`src/rtl/phase1_stage_seq.sv`:
```
// Phase-1 puzzle stage sequencer: arms each puzzle in turn and tracks lives and the phase countdown.
// Every output is registered; the 7-segment word is muxed from the active puzzle or status patterns.
//
// state   | meaning
// IDLE    | waiting for start after reset
// ARM     | one-cycle gap with puzzle_en low so the target puzzle re-initialises
// RUN     | active puzzle enabled, watching clear/fail/timeout
// INTER   | hold between puzzles, showing AAAAAAAA
// DONE    | all puzzles cleared
// OVER    | out of lives or out of time
module phase1_stage_seq #(
  parameter int NUM_PUZZLES    = 3,
  parameter int MAX_LIVES      = 3,
  parameter int CLK_FREQ       = 50_000_000,
  parameter int PHASE_TIME_SEC = 60,
  parameter int HOLD_CYC       = 25_000_000
) (
  input  logic                     clk,
  input  logic                     rst_n,
  input  logic                     start,
  input  logic [NUM_PUZZLES-1:0]   puzzle_clear,
  input  logic [NUM_PUZZLES-1:0]   puzzle_fail,
  input  logic [32*NUM_PUZZLES-1:0] puzzle_seg,
  output logic [NUM_PUZZLES-1:0]   puzzle_en,
  output logic [31:0]              seg_data,
  output logic [1:0]               lives,
  output logic [7:0]               remaining_sec,
  output logic [1:0]               stage_idx,
  output logic                     phase_done,
  output logic                     game_over
);

  localparam int TW = (CLK_FREQ > 1) ? $clog2(CLK_FREQ) : 1;
  localparam int HW = $clog2(HOLD_CYC + 1);

  localparam logic [31:0] SEG_INTER = 32'hAAAA_AAAA;
  localparam logic [31:0] SEG_DONE  = 32'hCCCC_CCCC;
  localparam logic [31:0] SEG_OVER  = 32'hEEEE_EEEE;

  typedef enum logic [2:0] {S_IDLE, S_ARM, S_RUN, S_INTER, S_DONE, S_OVER} state_t;

  state_t                  r_state;
  logic [TW-1:0]           r_tick;
  logic [HW-1:0]           r_hold;
  logic [1:0]              r_stage;
  logic [1:0]              r_lives;
  logic [7:0]              r_sec;
  logic [NUM_PUZZLES-1:0]  r_en;
  logic [31:0]             r_seg;
  logic                    r_done;
  logic                    r_over;

  logic [NUM_PUZZLES-1:0]  w_sel;
  logic                    w_clr;
  logic                    w_fail;
  logic                    w_wrap;
  logic                    w_timer_on;
  logic [31:0]             w_slice;

  // Clear/fail bits of inactive puzzles are masked out here
  assign w_sel      = NUM_PUZZLES'(1) << r_stage;
  assign w_clr      = |(puzzle_clear & w_sel);
  assign w_fail     = |(puzzle_fail & w_sel);
  assign w_wrap     = (r_tick == TW'(CLK_FREQ - 1));
  assign w_timer_on = (r_state == S_ARM) || (r_state == S_RUN) || (r_state == S_INTER);
  assign w_slice    = puzzle_seg[{r_stage, 5'd0} +: 32];

  always_ff @(posedge clk or negedge rst_n) begin
    if (!rst_n) begin
      r_state <= S_IDLE;
      r_tick  <= '0;
      r_hold  <= '0;
      r_stage <= '0;
      r_lives <= 2'(MAX_LIVES);
      r_sec   <= 8'(PHASE_TIME_SEC);
      r_en    <= '0;
      r_seg   <= '0;
      r_done  <= 1'b0;
      r_over  <= 1'b0;
    end else begin
      if (w_timer_on) begin
        r_tick <= w_wrap ? '0 : r_tick + TW'(1);
        if (w_wrap && (r_sec != 8'd0))
          r_sec <= r_sec - 8'd1;
      end

      case (r_state)
        S_IDLE, S_DONE, S_OVER: begin
          if (start) begin
            r_state <= S_ARM;
            r_stage <= '0;
            r_lives <= 2'(MAX_LIVES);
            r_sec   <= 8'(PHASE_TIME_SEC);
            r_tick  <= '0;
            r_hold  <= '0;
            r_en    <= '0;
            r_seg   <= '0;
            r_done  <= 1'b0;
            r_over  <= 1'b0;
          end
        end
        S_ARM: begin
          r_state <= S_RUN;
          r_en    <= w_sel;
          r_seg   <= w_slice;
        end
        S_RUN: begin
          // clear beats timeout beats fail
          if (w_clr) begin
            r_en <= '0;
            if (r_stage == 2'(NUM_PUZZLES - 1)) begin
              r_state <= S_DONE;
              r_seg   <= SEG_DONE;
              r_done  <= 1'b1;
            end else begin
              r_state <= S_INTER;
              r_hold  <= HW'(HOLD_CYC);
              r_seg   <= SEG_INTER;
            end
          end else if (r_sec == 8'd0) begin
            r_state <= S_OVER;
            r_en    <= '0;
            r_seg   <= SEG_OVER;
            r_over  <= 1'b1;
          end else if (w_fail && (r_lives <= 2'd1)) begin
            r_state <= S_OVER;
            r_lives <= 2'd0;
            r_en    <= '0;
            r_seg   <= SEG_OVER;
            r_over  <= 1'b1;
          end else begin
            r_seg <= w_slice;
            if (w_fail)
              r_lives <= r_lives - 2'd1;
          end
        end
        S_INTER: begin
          if (r_hold <= HW'(1)) begin
            r_state <= S_ARM;
            r_stage <= r_stage + 2'd1;
            r_seg   <= '0;
          end else begin
            r_hold <= r_hold - HW'(1);
          end
        end
        default: r_state <= S_IDLE;
      endcase
    end
  end

  assign puzzle_en     = r_en;
  assign seg_data      = r_seg;
  assign lives         = r_lives;
  assign remaining_sec = r_sec;
  assign stage_idx     = r_stage;
  assign phase_done    = r_done;
  assign game_over     = r_over;

endmodule

```
`config.mk`:
```
export PLATFORM = sky130hd
export DESIGN_NAME = phase1_stage_seq
export DESIGN_NICKNAME = d
export VERILOG_FILES = /design/src/rtl/phase1_stage_seq.sv
export SDC_FILE = /design/constraint.sdc
export NUM_CORES = 1
export LEC_CHECK = 0
export CAP_MARGIN = 0
export CORE_MARGIN = 5
export CORE_UTILIZATION = 30
export CTS_BUF_LIST = sky130_fd_sc_hd__clkbuf_8
export DETAILED_ROUTE_END_ITERATION = 16
export PLACE_DENSITY = 0.52
export REMOVE_ABC_BUFFERS = 1
export SETUP_SLACK_MARGIN = 0.3
export SYNTH_ARGS = -nofsm -noshare
export SYNTH_HDL_FRONTEND = slang
export SYNTH_SLANG_ARGS = --single-unit
```
`constraint.sdc`:
```
create_clock -name clk -period 8.7 [get_ports clk]
set_clock_uncertainty 0.15 [all_clocks]
set_input_delay 0.87 -clock clk [delete_from_list [all_inputs] [get_ports clk]]
set_output_delay 0.87 -clock clk [all_outputs]
set_load 0.05 [all_outputs]
```
Word level (Yosys, flattened, before mapping)
Cells that the tools add are included.

$add $sub $neg: 5. $lt $le $gt $ge: 2. Equality and inequality tests: 18. Shift-type cells: 2. Multiplexer cells: 49. Bitwise operators: 2. Reduce and logical (&&, ||, !) cells: 23.

Operators with widths (count): 32-bit 2-to-1 mux (5); 32-bit one-hot mux with 4 select lines (1); 26-bit 2-to-1 mux (4); 25-bit 2-to-1 mux (4); 96-bit by 8-bit indexed part select with 32-bit output (1); 25-bit one-hot mux with 3 select lines (1); 8-bit 2-to-1 mux (4); 31-bit 2-to-1 mux (1); 3-bit 2-to-1 mux (10); 26-bit by 1-bit adder with 26-bit output (second input constant) (1); 26-bit equality test (second input constant) (1); 25-bit by 1-bit less-or-equal comparator with 1-bit output (second input constant) (1); 25-bit by 1-bit subtractor with 25-bit output (second input constant) (1); 2-bit 2-to-1 mux (7); 2-bit != test (second input constant) (6); 3-bit one-hot mux with 4 select lines (1); 3-bit AND reduction (4); 5-bit AND reduction (2); 3-bit one-hot mux with 3 select lines (1); 3-bit OR reduction (3); 8-bit zero test (1); 2-bit one-hot mux with 2 select lines (2); 4-bit AND reduction (2); 8-bit nonzero test (1); 22 further kinds (36).

Register bits after elaboration: 103. Input port bits: 105. Output and inout port bits: 49. Logic and storage cells: 111.

Longest topological paths before layout
Gate-level depths: netlist (run 1).

Depth after elaboration: 8. Mapped depth: 11.

Least setup slack after synthesis (run 1)
OpenSTA, ideal clock, no wires.

Path type: register to register. Start: register r_stage[1], in the netlist stage_idx[1]. End: register r_seg[10], in the netlist seg_data[10]. Setup time: 0.126 ns. Arrival: 3.139 ns. Data required time: 8.424 ns. Setup slack: 5.285 ns. Cell stages (with the launch flop): 11. Buffers on the path: 3. Period minus slack after synthesis: 3.415 ns. Cell sequence: dfrtp_1 -> clkbuf_1 -> buf_1 -> inv_1 -> ha_1 -> a22o_1 -> a21oi_1 -> a31oi_4 -> nor2b_1 -> buf_4 -> a221o_1.

Word-level cells in the longest chain between the ends: 8.

RTL lines: start: declaration (line 45) `logic [1:0] r_stage;`; start signal: assignment (line 140) `r_stage <= r_stage + 2'd1;`; branches (longest 7 deep; another with 96-bit by 8-bit indexed part select with 32-bit output); 32-bit one-hot mux with 4 select lines (*) (line 87) `case (r_state)`; end signal: assignment (line 105) `r_seg <= w_slice;`; end signal: assignment (line 132) `r_seg <= w_slice;`; end: declaration (line 49) `logic [31:0] r_seg;`.

Every way passes the cells marked *. A chain may end at the register's enable or synchronous reset.

Final worst setup path (run 1)
Start: register r_stage[0], in the netlist stage_idx[0]. End: register r_seg[28], in the netlist seg_data[28].

The elaborated chain is that of the path after synthesis.

==> run_results.csv, run 1 <==
group,metric,value,unit
worst_setup_path,cp_slowest_stage_delay,0.75,ns
place,dpl.hpwl,13700,um
cells_and_area,layout_commonest_cell,"clkdlybuf4s50_1",
worst_setup_path,end_kind,"flop",
logic_synthesis,synthAdderAreaFrac,1.69,%
sta,setup_tns,0,ns
global_routing,grtUsageTotal,16.3,%
worst_setup_path,critPathKind,"reg2reg",
worst_setup_path,crit_chain,"clkinv_1 > ha_1 > a222oi_1 > o21bai_1 > nand3_1 > o22ai_1 > a22o_1",
worst_setup_path,reg2reg_to,"seg_data[28]",
detailed_routing,firstDrtPassIters,5,
worst_setup_path,required,8.86,ns
detailed_routing,post_drt_via_cell_ratio,5.37,
clocking,clock_latency,0.38,ns
floorplanning,core_area,19500,sq um
clocking,cts_inserted_buffers,9,
detailed_routing,drt-total-wl,18700,um
clocking,hold_buffers,0,
global_routing,grt_max_degree,74,
clocking,cts.sinks,103,
worst_setup_path,crit_start,"stage_idx[0]",
sta,max_freq,0.246,GHz
clocking,cts_buffer_depth,2,
worst_setup_path,r2r_cells,7,
place,numPortBuffers,153,
logic_synthesis,synth_ff_type,"dfrtp_1",
global_routing,grt_overflow,0,
logic_synthesis,synth_area_leaders,"dfrtp_1 41%, nor2_1 3.8%, mux2i_1 3.4%",
worst_setup_path,cp_data_arrival_time,4.23,ns
clocking,cts_max_level,3,
sta,period_minus_slack,4.07,ns
worst_setup_path,r2r-start,"stage_idx[0]",
detailed_routing,ant_nets,0,
global_routing,grt_pass1_vias,5486,
cells_and_area,drive_above_1_share,8.40,%
worst_setup_path,crit_path_top_delay_cell,"dfrtp_1",
clocking,cts_resized,0,
sta,rsz0062_at_grt,"false",
outcome,status,"finished clean",
place,routabilityCongestion,0.852,
sta,hold_violations,0,
power,ir_drop,0.000164,V
floorplanning,fp.dieW,151,um
clocking,tritoncts,"done",
sta,maxSlewHeadroom,20.5,%
sta,setup_slack,4.63,ns
clocking,clk_pin_slew,0.11,ns
floorplanning,rows,51,
logic_synthesis,async_reset_ff_share,100,%
floorplanning,start_util,30.4,%
logic_synthesis,synth_edf_count,0,
sta,hold_slack,0.253,ns
floorplanning,boundaryPins,154,
sta,fin_crit_sh,46.7,%
cells_and_area,syn2layout_area_growth,33.0,%
logic_synthesis,syn_area,5930,sq um
detailed_routing,drt_iter0_drc,324,
logic_synthesis,yosysSeqAreaShare,43.6,%
worst_setup_path,crit_end,"seg_data[28]",
sta,setup_viol,0,
worst_setup_path,path_max_fanout,20,
logic_synthesis,synth_largest_area_cell,"dfrtp_1",
worst_setup_path,r2r_setup_slack,4.63,ns
power,p_leak,3.09,nW
logic_synthesis,synth_top_family_by_area,"compound AO/OA/AOI/OAI gates",
sta,final_max_slew_viol_count,0,
floorplanning,die_area,22700,sq um
logic_synthesis,synth_compound_gate_area_share,21.6,%
job,max-cap-violations,0,
logic_synthesis,syn_avg_cell_area,9.71,sq um
logic_synthesis,synth_xor_xnor_area_share,3.99,%
cells_and_area,layout_common_cells,"152 x clkdlybuf4s50_1, 96 x dfrtp_1, 58 x nor2_1",
floorplanning,die_h,151,um
power,p_per_area,299,nW/um^2
cells_and_area,layout.nets,858,
clocking,cts-root-buf,"clkbuf_8",
cells_and_area,antenna_cells,0,
detailed_routing,num_vias,5446,
global_routing,antenna_found_initial,0,
worst_hold_path,hp-class,"in2async",
logic_synthesis,synth-simple-area-share,19.3,%
global_routing,grt_pass1_wl,29800,um
logic_synthesis,synth-seq-cells,103,
clocking,post_cts_buffers,0,
sta,tightest_slew,1.19,ns
logic_synthesis,ys_warn_count,0,
logic_synthesis,synth_mux_area_share,6.42,%
logic_synthesis,synth_top_area_share,41.0,%
logic_synthesis,synthCells,610,
worst_setup_path,start_kind,"flop",
place,pre_cts_ws,4.60,ns
detailed_routing,drcViolationCount,0,
detailed_routing,wl_per_cell,18.4,um
logic_synthesis,synth_cell_type_count,73,
## synthesized netlist by cell type, types with 17 or more instances
master,instances
nand4_1,17
dfrtp_1,97
mux2i_1,20
a221oi_1,17
o21ai_0,28
inv_1,17
nand3_1,17
a21oi_1,21
xor2_1,19
nand2_1,42
nor2_1,60
clkbuf_1,24
## critical path: cells and delay by family (launching register included)
kind                     cells  cell delay, ns
AO/OA/AOI/OAI                4            1.70
buffers and inverters        1            0.67
flip-flops                   1            0.75
AND/OR/NAND/NOR              1            0.22
adder cells (fa/ha/maj)      1            0.51
## power by group
part | internal, mW | switching, mW
clock network | 0.140 | 0.172
logic | 0.463 | 0.800
registers | 0.632 | 0.150
## how the worst min path moves through the flow
stage | start | slack (ns) | cells after the start | endpoint
after global placement | seg_data[17] | 0.32 | 1 | seg_data[17]
after global routing | rst_n | 0.27 | 1 | seg_data[17]
after detailed placement | seg_data[5] | 0.32 | 1 | seg_data[5]
after CTS | rst_n | 0.25 | 1 | seg_data[17]
after floorplan | r_hold[19] | 0.32 | 1 | r_hold[19]
final | rst_n | 0.25 | 1 | seg_data[29]
## cell families after synthesis
group,Yosys count
muxes,36
AOI/OAI and AO/OA,171
buffers and inverters,50
DFF,103
and+or+nand+nor,215
adders and majority gates,8
xor gates and xnor gates,27
## flip-flops by register name (all words and copies together) (netlist names)
signal,flops
game_over,1
lives,2
phase_done,1
puzzle_en,3
r_hold,25
r_state,3
r_tick,26
remaining_sec,8
seg_data,32
stage_idx,2
## per-layer routing
metal	wire length [um]	global-route usage, %
met1	8540	21.6
met2	8510	27.0
met3	1370	3.52
met4	253	4.21
met5	0	0
## cell type report
cell class              instances  area (sq um)
clock inverters                 6          60.1
well taps                     265           332
multi-input cells             457          3150
flip-flops and latches        103          2590
repair buffers                156          1550
clock buffers                  10           138
inverters                      18          67.6
fillers                      1884         11600
## through the flow
| stage | instance area [sq um] | cells | total power [mW] | utilization [%] |
|---|---|---|---|---|
| final | 7880 | 1015 | 2.36 | 40.5 |
| after global routing | 7880 | 1015 | 2.52 | 40.5 |
| after CTS | 7880 | 1015 | 2.38 | 40.5 |
| after detailed placement | 7680 | 999 | 2.06 | 39.5 |
| after global placement | 7680 | 999 | 2.03 | 39.5 |
| after floorplan | 5800 | 578 | 1.60 | - |
(Power assumes the default switching activity.)
==> run 2, diff against run 1 <==
--- a/config.mk
+++ b/config.mk
@@ -10,7 +10,7 @@
 export CORE_UTILIZATION = 30
 export CTS_BUF_LIST = sky130_fd_sc_hd__clkbuf_8
 export DETAILED_ROUTE_END_ITERATION = 16
-export PLACE_DENSITY = 0.52
+export PLACE_DENSITY = 0.54
 export REMOVE_ABC_BUFFERS = 1
 export SETUP_SLACK_MARGIN = 0.3
 export SYNTH_ARGS = -nofsm -noshare
==> constraint.sdc (replaced) <==
create_clock -name clk -period 3.59 [get_ports clk]
set_clock_uncertainty 0.15 [all_clocks]
set_input_delay 0.359 -clock clk [delete_from_list [all_inputs] [get_ports clk]]
set_output_delay 0.359 -clock clk [all_outputs]
set_load 0.05 [all_outputs]
==> run 2 against run 1 <==
Net effect: the run now ends with hold timing left; critical path depth down 1; setup slack got worse by 4.1 ns; design area grew 1.7%; largest power group unchanged.
==> run_results.csv, run 2 (synthesis gave the netlist of run 1 again) <==
group,metric,value,unit
detailed_routing,drcViolationCount,0,
clocking,cts_buffer_depth,2,
sta,hold_slack,-0.0261,ns
cells_and_area,fillCellCount,1919,
cells_and_area,layout_common_cells,"152 x clkdlybuf4s50_1, 96 x dfrtp_1, 59 x nor2_1",
place,dpl.hpwl,13800,um
worst_hold_path,hp-class,"in2async",
power,finalPower,5.85,mW
outcome,violations,"hold timing",
clocking,cts_resized,0,
place,pre_cts_ws,0.643,ns
sta,hold_violations,13,
job,max-cap-violations,0,
power,p_per_area,730,nW/um^2
clocking,cts_inserted_buffers,9,
cells_and_area,drive_above_1_share,10.2,%
detailed_routing,firstDrtPassIters,5,
floorplanning,start_util,30.4,%
detailed_routing,post_drt_via_cell_ratio,5.27,
detailed_routing,wl_per_cell,18.1,um
sta,fin_crit_sh,84.0,%
worst_setup_path,critPathKind,"reg2reg",
cells_and_area,syn2layout_area_growth,35.3,%
detailed_routing,ant_nets,0,
worst_setup_path,cp_data_arrival_time,3.11,ns
detailed_routing,num_vias,5422,
global_routing,grt_pass1_wl,28800,um
clocking,tritoncts,"done",
floorplanning,die_h,151,um
worst_setup_path,end_kind,"flop",
outcome,status,"complete, but fails checks",
global_routing,grtUsageTotal,15.7,%
clocking,hold_buffers,0,
floorplanning,die_area,22700,sq um
place,numPortBuffers,153,
sta,final_max_slew_viol_count,0,
clocking,clock_latency,0.39,ns
worst_setup_path,path_max_fanout,18,
clocking,cts.sinks,103,
cells_and_area,antenna_cells,0,
cells_and_area,layout.nets,872,
detailed_routing,drt_iter0_drc,400,
cells_and_area,largest_reg_flops,32,
cells_and_area,layout_commonest_cell,"clkdlybuf4s50_1",
worst_setup_path,required,3.68,ns
floorplanning,core_area,19500,sq um
sta,tightest_slew,1.03,ns
global_routing,grt_pass1_vias,5426,
sta,setup_tns,0,ns
power,ir_drop,0.000253,V
sta,rsz0062_at_grt,"false",
global_routing,grt_overflow,0,
sta,setup_slack,0.575,ns
sta,setup_viol,0,
detailed_routing,drt-total-wl,18600,um
place,routabilityCongestion,0.838,
clocking,cts-root-buf,"clkbuf_8",
worst_setup_path,start_kind,"flop",
floorplanning,fp.dieW,151,um
worst_setup_path,r2r_cells,6,
clocking,post_cts_buffers,0,
sta,max_freq,0.332,GHz
sta,maxSlewHeadroom,31.2,%
floorplanning,rows,51,
power,p_leak,3.16,nW
sta,period_minus_slack,3.02,ns
global_routing,antenna_found_initial,0,
clocking,cts_max_level,3,
clocking,clk_pin_slew,0.10,ns
floorplanning,boundaryPins,154,
global_routing,grt_max_degree,81,
## run 2: changes by cell type in the layout (fill, tap and decap cells not counted), sizes merged
cell / before / now
buf: 4 / 18
clkinvlp: 0 / 2
inv: 20 / 18
bufinv: 1 / 2
clkinv: 3 / 2
## run 2: cell type report
| cell class | count | area (sq um) | area share (%) |
|---|---|---|---|
| Inverter | 18 | 67.6 | 0.843 |
| Clock inverter | 6 | 92.6 | 1.15 |
| Multi-Input combinational cell | 457 | 3150 | 39.2 |
| Clock buffer | 10 | 138 | 1.72 |
| Timing Repair Buffer | 170 | 1660 | 20.7 |
| Sequential cell | 103 | 2590 | 32.3 |
| Tap cell | 265 | 332 | 4.14 |
## run 2: power by group
group	total, mW	internal (mW)	leakage (nW)	switching [mW]
registers	1.87	1.53	1.33	0.347
logic	3.13	1.17	1.72	1.95
clock network	0.849	0.415	0.109	0.434
total	5.85	3.12	3.16	2.73
## run 2: path summary, 6_finish.rpt
path | from | to | slack [ns]
min in group clk | seg_data[5] | seg_data[5] | 0.35
worst max-delay path | r_hold[21] | seg_data[17] | 0.57
worst min register to register | seg_data[5] | seg_data[5] | 0.35
max in group asynchronous | rst_n | r_tick[21] | 2.50
worst max register to register | r_hold[21] | seg_data[17] | 0.57
worst min-delay path | rst_n | seg_data[21] | -0.03
## run 2: critical path: stages, from the launching register on
cell and delay, ns:
dfrtp_1 0.45, nor4_1 0.54, and4_1 0.33, nand2_2 0.24, a311o_1 0.69, buf_4 0.31, o2bb2ai_1 0.14
## run 2: metal layers
layer,global-route usage (%),vias to the layer above,share of wire [%]
met4,4.39,0,1.3
li1,-,2623,-
met3,3.28,19,7.5
met5,0,-,0
met1,20.8,2596,46
met2,26.1,184,45
## run 2: through the flow
step,util [%],instances,hold WS (ns),instance area [sq um]
final,41.2,1029,-0.0261,8020
after global routing,41.2,1029,0.0929,8020
after CTS,41.2,1029,0.0344,8020
after detailed placement,40.0,1013,0.323,7790
after global placement,40.0,1013,0.321,7790
after floorplan,-,578,-0.0866,5800
